`config.mk`:
```
export PLATFORM = sky130hd
export DESIGN_NAME = traffic_phase_ctrl
export DESIGN_NICKNAME = d
export VERILOG_FILES = /design/src/rtl/traffic_phase_ctrl.sv
export SDC_FILE = /design/constraint.sdc
export NUM_CORES = 1
export LEC_CHECK = 0
export ABC_AREA = 1
export CAP_MARGIN = 15
export CORE_MARGIN = 5
export CORE_UTILIZATION = 51
export CTS_BUF_LIST = sky130_fd_sc_hd__clkbuf_16
export CTS_CLUSTER_SIZE = 14
export DETAILED_ROUTE_END_ITERATION = 10
export GPL_ROUTABILITY_DRIVEN = 1
export HOLD_SLACK_MARGIN = 0.12
export PLACE_DENSITY = 0.86
export SYNTH_ARGS = -nofsm -noshare
export SYNTH_HDL_FRONTEND = slang
export SYNTH_SLANG_ARGS = --single-unit
```
`constraint.sdc`:
```
create_clock -name clk -period 2.9 [get_ports clk]
set_input_delay 0.29 -clock clk [delete_from_list [all_inputs] [get_ports clk]]
set_output_delay 0.29 -clock clk [all_outputs]
set_load 0.005 [all_outputs]
```
`src/rtl/traffic_phase_ctrl.sv`:
```
// N-phase round-robin signal controller with demand skipping, emergency preemption and cycle counting.
// Optional build macro TRAFFIC_GREEN_EXT_EN: hold GREEN indefinitely while no other phase is waiting.
module traffic_phase_ctrl #(
  parameter int NUM_PH   = 4,
  parameter int PW       = $clog2(NUM_PH),
  parameter int TW       = 16,
  parameter int GREEN_T  = 20,
  parameter int YELLOW_T = 4,
  parameter int ALLRED_T = 2,
  parameter int CNT_W    = 16
) (
  input  logic              clk,
  input  logic              rst,
  input  logic              tick_en,
  input  logic [NUM_PH-1:0] demand,
  input  logic              emerg_req,
  input  logic [PW-1:0]     emerg_phase,
  output logic [NUM_PH-1:0] green,
  output logic [NUM_PH-1:0] yellow,
  output logic [NUM_PH-1:0] red,
  output logic [PW-1:0]     active_phase,
  output logic [1:0]        state,
  output logic              cycle_tick,
  output logic [CNT_W-1:0]  cycle_count
);

  typedef enum logic [1:0] {
    ST_ALLRED = 2'd0,
    ST_GREEN  = 2'd1,
    ST_YELLOW = 2'd2,
    ST_EMERG  = 2'd3
  } state_t;

  localparam logic [TW-1:0] T_GREEN  = TW'(GREEN_T);
  localparam logic [TW-1:0] T_YELLOW = TW'(YELLOW_T);
  localparam logic [TW-1:0] T_ALLRED = TW'(ALLRED_T);

  state_t            st, nxt_st;
  logic [NUM_PH-1:0] dem_s1, dem_s2, dem_lat, clr;
  logic              emg_s1, emg_s2;
  logic [TW-1:0]     timer, nxt_timer;
  logic [PW-1:0]     last, nxt_last, nxt_act;
  logic [PW-1:0]     sel_phase, idx, emg_ph_ok;
  logic              sel_found, served, nxt_served, nxt_tick, expire;

  assign state     = st;
  assign expire    = tick_en && (timer == TW'(1));
  assign emg_ph_ok = (int'(emerg_phase) < NUM_PH) ? emerg_phase : '0;

  function automatic logic [NUM_PH-1:0] onehot(input logic [PW-1:0] p);
    return NUM_PH'(1) << p;
  endfunction

`ifdef TRAFFIC_GREEN_EXT_EN
  logic others_pending;
  assign others_pending = |(dem_lat & ~onehot(active_phase));
`endif

  // Round-robin search starting just after the last served phase.
  always_comb begin
    sel_found = 1'b0;
    sel_phase = '0;
    idx       = '0;
    for (int k = 1; k <= NUM_PH; k++) begin
      idx = PW'((int'(last) + k) % NUM_PH);
      if (!sel_found && dem_lat[idx]) begin
        sel_found = 1'b1;
        sel_phase = idx;
      end
    end
  end

  always_comb begin
    nxt_st     = st;
    nxt_timer  = timer;
    nxt_act    = active_phase;
    nxt_last   = last;
    nxt_served = served;
    nxt_tick   = 1'b0;
    clr        = '0;
    case (st)
      ST_ALLRED: begin
        if (expire) begin
          if (emg_s2) begin
            nxt_st  = ST_EMERG;
            nxt_act = emg_ph_ok;
          end else begin
            nxt_st     = ST_GREEN;
            nxt_timer  = T_GREEN;
            nxt_act    = sel_found ? sel_phase : '0;
            nxt_last   = nxt_act;
            nxt_served = 1'b1;
            // A wrap only counts once some phase has been served since reset.
            nxt_tick   = served && (nxt_act <= last);
            clr        = onehot(nxt_act);
          end
        end else if (tick_en) begin
          nxt_timer = timer - TW'(1);
        end
      end
      ST_GREEN: begin
        if (emg_s2) begin
          if (active_phase == emerg_phase) begin
            nxt_st = ST_EMERG;
          end else begin
            nxt_st    = ST_YELLOW;
            nxt_timer = T_YELLOW;
          end
        end else if (expire) begin
`ifdef TRAFFIC_GREEN_EXT_EN
          if (!others_pending) begin
            nxt_timer = T_GREEN;
          end else begin
            nxt_st    = ST_YELLOW;
            nxt_timer = T_YELLOW;
          end
`else
          nxt_st    = ST_YELLOW;
          nxt_timer = T_YELLOW;
`endif
        end else if (tick_en) begin
          nxt_timer = timer - TW'(1);
        end
      end
      ST_YELLOW: begin
        if (expire) begin
          nxt_st    = ST_ALLRED;
          nxt_timer = T_ALLRED;
        end else if (tick_en) begin
          nxt_timer = timer - TW'(1);
        end
      end
      ST_EMERG: begin
        if (!emg_s2) begin
          nxt_st     = ST_YELLOW;
          nxt_timer  = T_YELLOW;
          nxt_last   = active_phase;
          nxt_served = 1'b1;
        end
      end
      default: begin
        nxt_st    = ST_ALLRED;
        nxt_timer = T_ALLRED;
      end
    endcase
  end

  always_ff @(posedge clk or posedge rst) begin
    if (rst) begin
      st           <= ST_ALLRED;
      timer        <= T_ALLRED;
      active_phase <= '0;
      last         <= PW'(NUM_PH - 1);
      served       <= 1'b0;
      dem_s1       <= '0;
      dem_s2       <= '0;
      dem_lat      <= '0;
      emg_s1       <= 1'b0;
      emg_s2       <= 1'b0;
      green        <= '0;
      yellow       <= '0;
      red          <= '1;
      cycle_tick   <= 1'b0;
      cycle_count  <= '0;
    end else begin
      dem_s1       <= demand;
      dem_s2       <= dem_s1;
      emg_s1       <= emerg_req;
      emg_s2       <= emg_s1;
      dem_lat      <= (dem_lat | dem_s2) & ~clr;
      st           <= nxt_st;
      timer        <= nxt_timer;
      active_phase <= nxt_act;
      last         <= nxt_last;
      served       <= nxt_served;
      green        <= (nxt_st == ST_GREEN || nxt_st == ST_EMERG) ? onehot(nxt_act) : '0;
      yellow       <= (nxt_st == ST_YELLOW) ? onehot(nxt_act) : '0;
      red          <= (nxt_st == ST_ALLRED) ? '1 : ~onehot(nxt_act);
      cycle_tick   <= nxt_tick;
      if (nxt_tick && cycle_count != '1)
        cycle_count <= cycle_count + CNT_W'(1);
    end
  end

endmodule

```
==> qor.log, run 1 <==
INFO  drt            drt-wirelength-per-cell=14.2µm
INFO  clock_network  clock_transition_time_at_the_flip_flop_clock_pins_of_the_worst_setup_and_hold_paths=0.05ns
INFO  drt            route.vias.total=3,271
INFO  yosys          post_synth_most_frequent_cells=116 x sky130_fd_sc_hd__nand2_1, 59 x sky130_fd_sc_hd__dfrtp_1, 59 x sky130_fd_sc_hd__nor2_1
INFO  drt            antenna_violating_nets_post_route=0
INFO  grt            grt_pass1_wl=14.5mm
INFO  placed_design  place_hpwl=6.15mm
INFO  grt            groute.usage.overall=0.205
INFO  power_and_ir_drop p_leak=2.17nW
INFO  die            floorplan.initialDensity=0.531
INFO  die            die_area=8940µm²
INFO  die            die_w=94.5µm
INFO  power_and_ir_drop power.switching_fraction=0.430
INFO  setup_path     slowest_stage=sky130_fd_sc_hd__dfstp_2
INFO  grt            global_route.usage.met2=0.340
INFO  yosys          netlist.area_leader.share=0.405
INFO  yosys          synth_area_per_cell=7.89µm²
INFO  clock_network  clkLatencyLatePin=0.34ns
INFO  min_path       hp-class=in -> async
INFO  yosys          synth_edf_count=0
INFO  setup_path     timing.critical_path.buf_inv=4
INFO  layout         layout-area-overhead-vs-synth=25.2%
INFO  yosys          syn_area=3640µm²
INFO  setup_path     setup.worst_path.class=reg -> reg
INFO  drt            final_routed_drc_violation_total=0
INFO  die            core-area=6870µm²
INFO  yosys          synth_top_area_cell=sky130_fd_sc_hd__dfrtp_1
INFO  placed_design  placed_cell_area=4200µm²
INFO  setup_path     wp_data_arrival=3.03ns
INFO  grt            grt.overflow.total=0
INFO  layout         antenna-diode-count=0
INFO  setup_path     worst_reg2reg_setup_slack=0.09ns
INFO  yosys          synth.most_common_cell=sky130_fd_sc_hd__nand2_1
INFO  sta            report.final.hold_viol_count=0
INFO  yosys          synth.yosys.warnings=0
INFO  die            placement_rows=30
INFO  status         status=finished clean
INFO  layout         nets=539
INFO  grt            largest_net_degree_at_the_start_of_global_routing=67
INFO  setup_path     worst_path_largest_cell_delay=0.61ns
INFO  power_and_ir_drop power.density_cell_area=957nW/µm²
INFO  setup_path     critical_path.startpoint_type=flop
INFO  placed_design  port_buffers=42
INFO  setup_path     r2r_end=cycle_count[13]
INFO  clock_network  root_buffer=sky130_fd_sc_hd__clkbuf_16
INFO  layout         multi_input_comb_area=1770µm²
INFO  drt            drt-total-wl=8.83mm
INFO  power_and_ir_drop combinationalPowerShare=0.488
INFO  die            ioPinCount=43
INFO  sta            maxSlewViolCount=0
INFO  sta            timing.final.setup_violations=0
INFO  setup_path     end_kind=flop
INFO  yosys          postSynthNetCount=481
INFO  power_and_ir_drop power.share.sequential=0.288
INFO  power_and_ir_drop power=4.36mW
INFO  yosys          synth_flop_cell=sky130_fd_sc_hd__dfrtp_1
INFO  clock_network  tritoncts=yes
INFO  drt            drt_pass1_iterations=5
INFO  yosys          synth.lib_cells_used.distinct=35
INFO  drt            viasPerCell=5.27
INFO  grt            grt_use_met1=0.253
INFO  yosys          yosys-top-cells-area=sky130_fd_sc_hd__dfrtp_1 41%, sky130_fd_sc_hd__nand2_1 12%, sky130_fd_sc_hd__nor2_1 6.1%
INFO  layout         stdcell_area=4560µm²
INFO  setup_path     critical-path-top-delay-family=simple AND/OR/NAND/NOR gates
INFO  clock_network  cts.hold.buffers_added=0
INFO  job            drv_cap=0
INFO  yosys          sequential_area_share_after_synthesis=0.456
INFO  placed_design  gp_congestion=0.879
INFO  clock_network  cts_max_level=3
INFO  clock_network  cts_buffers=9
INFO  setup_path     rr_startpoint=last[0]
INFO  setup_path     r2r_cells=18
INFO  power_and_ir_drop power_report.internal_total=2.49mW
INFO  sta            post-route-min-period=2.81ns
INFO  yosys          syn_inst=462
INFO  setup_path     path_max_fanout=9
INFO  power_and_ir_drop power_switching=1.88mW
INFO  power_and_ir_drop ir_worst_vdd=450µV
INFO  layout         drive_gt1_frac=0.130
INFO  drt            drt_iter0_markers=295
INFO  power_and_ir_drop clock_power_share=0.224
INFO  grt            grt_busiest_layer=met2
INFO  sta            slew_headroom=0.550
INFO  sta            post-route-period-util=0.969
INFO  setup_path     most_frequent_cell_on_the_critical_path=sky130_fd_sc_hd__nand2_1
INFO  setup_path     timing.critical_path.cells=inv_4, nand2_2, nand3_1, nand2_1, nand3_1, inv_1, nand3_1, nand2_1, inv_1, ha_1, nand2_1, o21ai_1, buf_4, nand4_4, nor2_4, nand2_1, nand2_1, nand2_1
INFO  sta            clock-skew-final=0.0102ns
INFO  clock_network  number_of_clock_sinks=66
INFO  die            dieHeight=94.5µm
INFO  yosys          async_reset_ff_frac=1.00
INFO  setup_path     cp.required=3.12ns
INFO  sta            worst-slew-pin-transition=0.675ns
INFO  clock_network  cts.path.max_buffers=2
INFO  grt            grt_antenna_before_repair=0
INFO  sta            fmax=356MHz
INFO  layout         regArea=1660µm²
INFO  layout         fillerInstances=528
INFO  yosys          synthesis_stage_register_bit_count=66
INFO  grt            grt.met3_usage=0.0645
INFO  grt            grt_pass1_vias=3,149
## cells in the final DEF (no fill, tap or decap), drive strengths merged, types with 7 or more instances in the layout
master,count
clkdlybuf4s50,42
a21oi,18
nor2,66
inv,60
o21ai,17
buf,11
clkbuf,9
dfstp,7
nand4,20
ha,9
nor3,14
dfrtp,59
nand2,125
nand3,29
xor2,16
## state kept, by name, summed over array words and instances (netlist names)
signal,cells
red,4
emg_s1,1
dem_lat,4
dem_s1,4
yellow,4
dem_s2,4
timer,16
emg_s2,1
state,2
active_phase,2
cycle_count,16
cycle_tick,1
served,1
last,2
green,4
## worst reg2reg max path, stage by stage, from the launching register on
cell and delay, ns:
sky130_fd_sc_hd__dfstp_2 0.61, sky130_fd_sc_hd__inv_4 0.08, sky130_fd_sc_hd__nand2_2 0.09, sky130_fd_sc_hd__nand3_1 0.08, sky130_fd_sc_hd__nand2_1 0.11, sky130_fd_sc_hd__nand3_1 0.11
sky130_fd_sc_hd__inv_1 0.10, sky130_fd_sc_hd__nand3_1 0.11, sky130_fd_sc_hd__nand2_1 0.16, sky130_fd_sc_hd__inv_1 0.10, sky130_fd_sc_hd__ha_1 0.29, sky130_fd_sc_hd__nand2_1 0.05
sky130_fd_sc_hd__o21ai_1 0.11, sky130_fd_sc_hd__buf_4 0.16, sky130_fd_sc_hd__nand4_4 0.18, sky130_fd_sc_hd__nor2_4 0.19, sky130_fd_sc_hd__nand2_1 0.06, sky130_fd_sc_hd__nand2_1 0.05
sky130_fd_sc_hd__nand2_1 0.05
## power by group through the flow
stage	clock (mW)	sequential, mW	combinational (mW)
floorplan	0	1.23	1.38
global placement	0	1.26	1.79
detailed placement	0	1.27	1.87
CTS	0.975	1.26	1.91
global route	1.02	1.28	2.38
finish	0.976	1.26	2.13
## final cells by class
class / count / share of cell area
repair buffers: 53 / 0.114
well taps: 96 / 0.0263
inverters: 59 / 0.0496
clock inverters: 7 / 0.00850
flip-flops and latches: 66 / 0.364
clock buffers: 9 / 0.0494
multi-input cells: 331 / 0.388
## worst max-delay path by stage
stage            start               to  slack, ns  depth (start not counted)
2_1_floorplan  last[0]  cycle_count[10]       0.16                         20
3_3_place_gp   last[0]   cycle_count[6]       0.24                         17
3_5_place_dp   last[0]   cycle_count[5]       0.09                         17
4_1_cts        last[0]   cycle_count[5]       0.05                         17
5_1_grt        last[1]  cycle_count[13]      -0.05                         18
6_report       last[0]  cycle_count[13]       0.09                         18
## metrics by stage
stage / worst slack (ns) / hold slack (ns) / std cells / utilization / setup TNS [ns]
after floorplan: 0.161 / 0.321 / 462 / - / 0
after global placement: 0.237 / 0.332 / 598 / 0.611 / 0
after detailed placement: 0.0903 / 0.338 / 598 / 0.611 / 0
after CTS: 0.0534 / 0.346 / 614 / 0.649 / 0
after global routing: -0.0452 / 0.349 / 621 / 0.664 / -0.199
final: 0.0887 / 0.341 / 621 / 0.664 / 0
## per-layer routing
layer,up-vias,share of wire
met3,20,0.063
met2,121,0.49
met5,-,0
met4,0,0.021
li1,1604,-
met1,1526,0.43
## timing repair
action                                  in CTS  in global routing
endpoints found under the setup margin       0                 16
gates resized for setup                      0                 12
hold endpoints to repair                     0                  0
buffers inserted                             0                  7
## kinds of logic after synthesis
| kind of cell | synth area share |
|---|---|
| AO/OA/AOI/OAI | 0.0687 |
| flip-flops | 0.456 |
| buffers and inverters | 0.0697 |
| AND/OR/NAND/NOR | 0.330 |
| XOR/XNOR | 0.0457 |
| adder cells (fa/ha/maj) | 0.0309 |
Power figures use the tool's default switching activity.
==> run 2, diff against run 1 <==
--- a/config.mk
+++ b/config.mk
@@ -6,6 +6,7 @@
 export NUM_CORES = 1
 export LEC_CHECK = 0
 export ABC_AREA = 1
+export ABC_CLOCK_PERIOD_IN_PS = 2900
 export CAP_MARGIN = 15
 export CORE_MARGIN = 5
 export CORE_UTILIZATION = 51
==> results of run 2 <==
Same layout as run 1: the final DEF is identical, and so are final timing and power.
==> run 3, diff against run 2 <==
--- a/config.mk
+++ b/config.mk
@@ -9,13 +9,14 @@
 export ABC_CLOCK_PERIOD_IN_PS = 2900
 export CAP_MARGIN = 15
 export CORE_MARGIN = 5
-export CORE_UTILIZATION = 51
+export CORE_UTILIZATION = 30
 export CTS_BUF_LIST = sky130_fd_sc_hd__clkbuf_16
 export CTS_CLUSTER_SIZE = 14
 export DETAILED_ROUTE_END_ITERATION = 10
 export GPL_ROUTABILITY_DRIVEN = 1
 export HOLD_SLACK_MARGIN = 0.12
-export PLACE_DENSITY = 0.86
+export PLACE_DENSITY = 0.59
+export SETUP_SLACK_MARGIN = 0.1
 export SYNTH_ARGS = -nofsm -noshare
 export SYNTH_HDL_FRONTEND = slang
 export SYNTH_SLANG_ARGS = --single-unit
==> qor.log, run 3 (synthesized netlist as in run 1, its figures left out) <==
INFO  status         status=finished clean
INFO  setup_path     worst_reg2reg_setup_slack=0.13ns
INFO  sta            clock-skew-final=0.00845ns
INFO  sta            post-route-period-util=0.955
INFO  sta            timing.final.setup_violations=0
INFO  clock_network  cts.path.max_buffers=2
INFO  power_and_ir_drop ir_worst_vdd=402µV
INFO  placed_design  gp_congestion=0.848
INFO  clock_network  tritoncts=yes
INFO  drt            viasPerCell=4.69
INFO  clock_network  number_of_clock_sinks=66
INFO  drt            drt-wirelength-per-cell=13.2µm
INFO  setup_path     wp_data_arrival=2.98ns
INFO  layout         antenna-diode-count=0
INFO  clock_network  cts_max_level=3
INFO  setup_path     r2r_cells=18
INFO  drt            drt-total-wl=8.92mm
INFO  min_path       hp-class=in -> async
INFO  power_and_ir_drop clock_power_share=0.235
INFO  power_and_ir_drop p_leak=2.24nW
INFO  layout         finish.utilization=0.404
INFO  grt            groute.usage.overall=0.121
INFO  layout         regs_by_ff_count=cycle_count (16), timer (16)
INFO  placed_design  place_hpwl=6.25mm
INFO  sta            report.final.hold_viol_count=0
INFO  power_and_ir_drop combinationalPowerShare=0.509
INFO  layout         layout-area-overhead-vs-synth=32.5%
INFO  layout         nets=545
INFO  die            die_area=14,500µm²
INFO  sta            worst-slew-pin-transition=0.715ns
INFO  setup_path     setup.worst_path.class=reg -> reg
INFO  clock_network  cts_buffers=9
INFO  job            drv_cap=0
INFO  sta            maxSlewViolCount=0
INFO  drt            drt_pass1_iterations=5
INFO  die            dieHeight=120µm
INFO  layout         most_common_cell_after_layout_fill_and_taps_aside=sky130_fd_sc_hd__nand2_1
INFO  setup_path     critical_path.startpoint_type=flop
INFO  sta            fmax=361MHz
INFO  grt            largest_net_degree_at_the_start_of_global_routing=67
INFO  die            placement_rows=40
INFO  setup_path     end_kind=flop
INFO  grt            grt_pass1_vias=2,988
INFO  power_and_ir_drop power_report.internal_total=2.92mW
INFO  drt            drt_iter0_markers=149
INFO  setup_path     path_max_fanout=7
INFO  placed_design  worst_setup_slack_after_placement=0.0434ns
INFO  die            die_w=120µm
INFO  setup_path     crit_start=last[0]
INFO  clock_network  root_buffer=sky130_fd_sc_hd__clkbuf_16
INFO  die            core-area=12,000µm²
INFO  clock_network  clkLatencyLatePin=0.33ns
INFO  power_and_ir_drop power_switching=2.02mW
INFO  die            floorplan.initialDensity=0.305
INFO  power_and_ir_drop power.switching_fraction=0.409
INFO  sta            post-route-min-period=2.77ns
INFO  layout         fillerInstances=1,160
INFO  grt            grt_antenna_before_repair=0
INFO  sta            timing.final.ws_setup=0.132ns
INFO  clock_network  clock_transition_time_at_the_flip_flop_clock_pins_of_the_worst_setup_and_hold_paths=0.06ns
INFO  power_and_ir_drop power.share.sequential=0.257
INFO  setup_path     rr_startpoint=last[0]
INFO  setup_path     r2r_end=cycle_count[13]
INFO  setup_path     cp.required=3.11ns
INFO  drt            final_routed_drc_violation_total=0
INFO  power_and_ir_drop power.density_cell_area=1020nW/µm²
INFO  grt            grt.overflow.total=0
INFO  clock_network  cts.hold.buffers_added=0
INFO  sta            slew_headroom=0.523
INFO  sta            rsz0062_at_grt=true
INFO  drt            route.vias.total=3,179
INFO  drt            antenna_violating_nets_post_route=0
INFO  die            ioPinCount=43
INFO  layout         layout_common_cells=99 x sky130_fd_sc_hd__nand2_1, 59 x sky130_fd_sc_hd__dfrtp_1, 57 x sky130_fd_sc_hd__nor2_1
INFO  grt            grt_pass1_wl=14.3mm
INFO  placed_design  port_buffers=42
INFO  layout         drive_gt1_frac=0.175
## run 3: cell count changes in the layout (fill, tap and decap cells not counted), sizes merged
cell / before / now
clkbuf: 9 / 10
clkinv: 4 / 2
inv: 60 / 61
buf: 11 / 15
bufinv: 0 / 2
## run 3: power groups by stage
stage               registers (mW)  logic (mW)  clock network, mW
floorplan                     1.23        1.38                  0
global placement              1.27        1.86                  0
detailed placement            1.27        1.88                  0
CTS                           1.25        1.93               1.18
global route                  1.29        2.79               1.23
finish                        1.27        2.51               1.16
## run 3: cell type report
| class | instances | area [µm²] | area share |
|---|---|---|---|
| clock buffer | 9 | 225 | 0.0466 |
| clock inverter | 7 | 93.8 | 0.0194 |
| inverter | 59 | 229 | 0.0474 |
| multi-input combinational | 331 | 1840 | 0.381 |
| sequential | 66 | 1660 | 0.344 |
| tap | 147 | 184 | 0.0381 |
| timing repair buffer | 58 | 591 | 0.122 |
| timing repair inverter | 1 | 7.51 | 0.00155 |
## run 3: worst max-delay path, cell delays in order, from the launching register on
cell                         delay, ns
sky130_fd_sc_hd__dfstp_2          0.66
sky130_fd_sc_hd__clkinvlp_4       0.17
sky130_fd_sc_hd__nand2_1          0.08
sky130_fd_sc_hd__nand2_1          0.06
sky130_fd_sc_hd__nand2_2          0.09
sky130_fd_sc_hd__nand2_2          0.07
sky130_fd_sc_hd__o21ai_1          0.11
sky130_fd_sc_hd__nand3_1          0.12
sky130_fd_sc_hd__nand2_2          0.11
sky130_fd_sc_hd__inv_1            0.07
sky130_fd_sc_hd__ha_1             0.28
sky130_fd_sc_hd__nand2_1          0.10
sky130_fd_sc_hd__o21ai_4          0.10
sky130_fd_sc_hd__buf_6            0.13
sky130_fd_sc_hd__nand4_4          0.16
sky130_fd_sc_hd__nor2_4           0.17
sky130_fd_sc_hd__nand2_1          0.06
sky130_fd_sc_hd__nand2_1          0.06
sky130_fd_sc_hd__nand2_1          0.06
## run 3: worst max-delay path by stage
stage / end / cells after the start
after floorplan: cycle_count[10] / 20
after global placement: cycle_count[10] / 19
final: cycle_count[13] / 18
after global routing: cycle_count[6] / 17
after CTS: cycle_count[7] / 19
after detailed placement: cycle_count[7] / 19
## run 3: what timing repair did
| action | in CTS | in global routing |
|---|---|---|
| setup buffers | 1 | 10 |
| resized for setup | 0 | 38 |
| endpoints found under the setup margin | 10 | 16 |
| cloned | 0 | 2 |
| pin swaps | 0 | 18 |
| endpoints found under the hold margin | 0 | 0 |
## run 3: stage by stage
step | area, µm² | power [mW] | TNS [ns] | instances | hold WS [ns]
after global placement | 4260 | 3.13 | 0 | 649 | 0.333
after floorplan | 3640 | 2.61 | 0 | 462 | 0.321
after detailed placement | 4260 | 3.15 | 0 | 649 | 0.336
after global routing | 4830 | 5.31 | -0.520 | 678 | 0.356
after CTS | 4600 | 4.37 | 0 | 666 | 0.346
final | 4830 | 4.94 | 0 | 678 | 0.331
## run 3: routing by layer
metal / GRT usage / vias up / wire length (µm)
met4: 0.0418 / 0 / 109
met3: 0.0351 / 12 / 450
met2: 0.194 / 75 / 4270
li1: - / 1623 / -
met5: 0 / - / 0
met1: 0.158 / 1469 / 4080
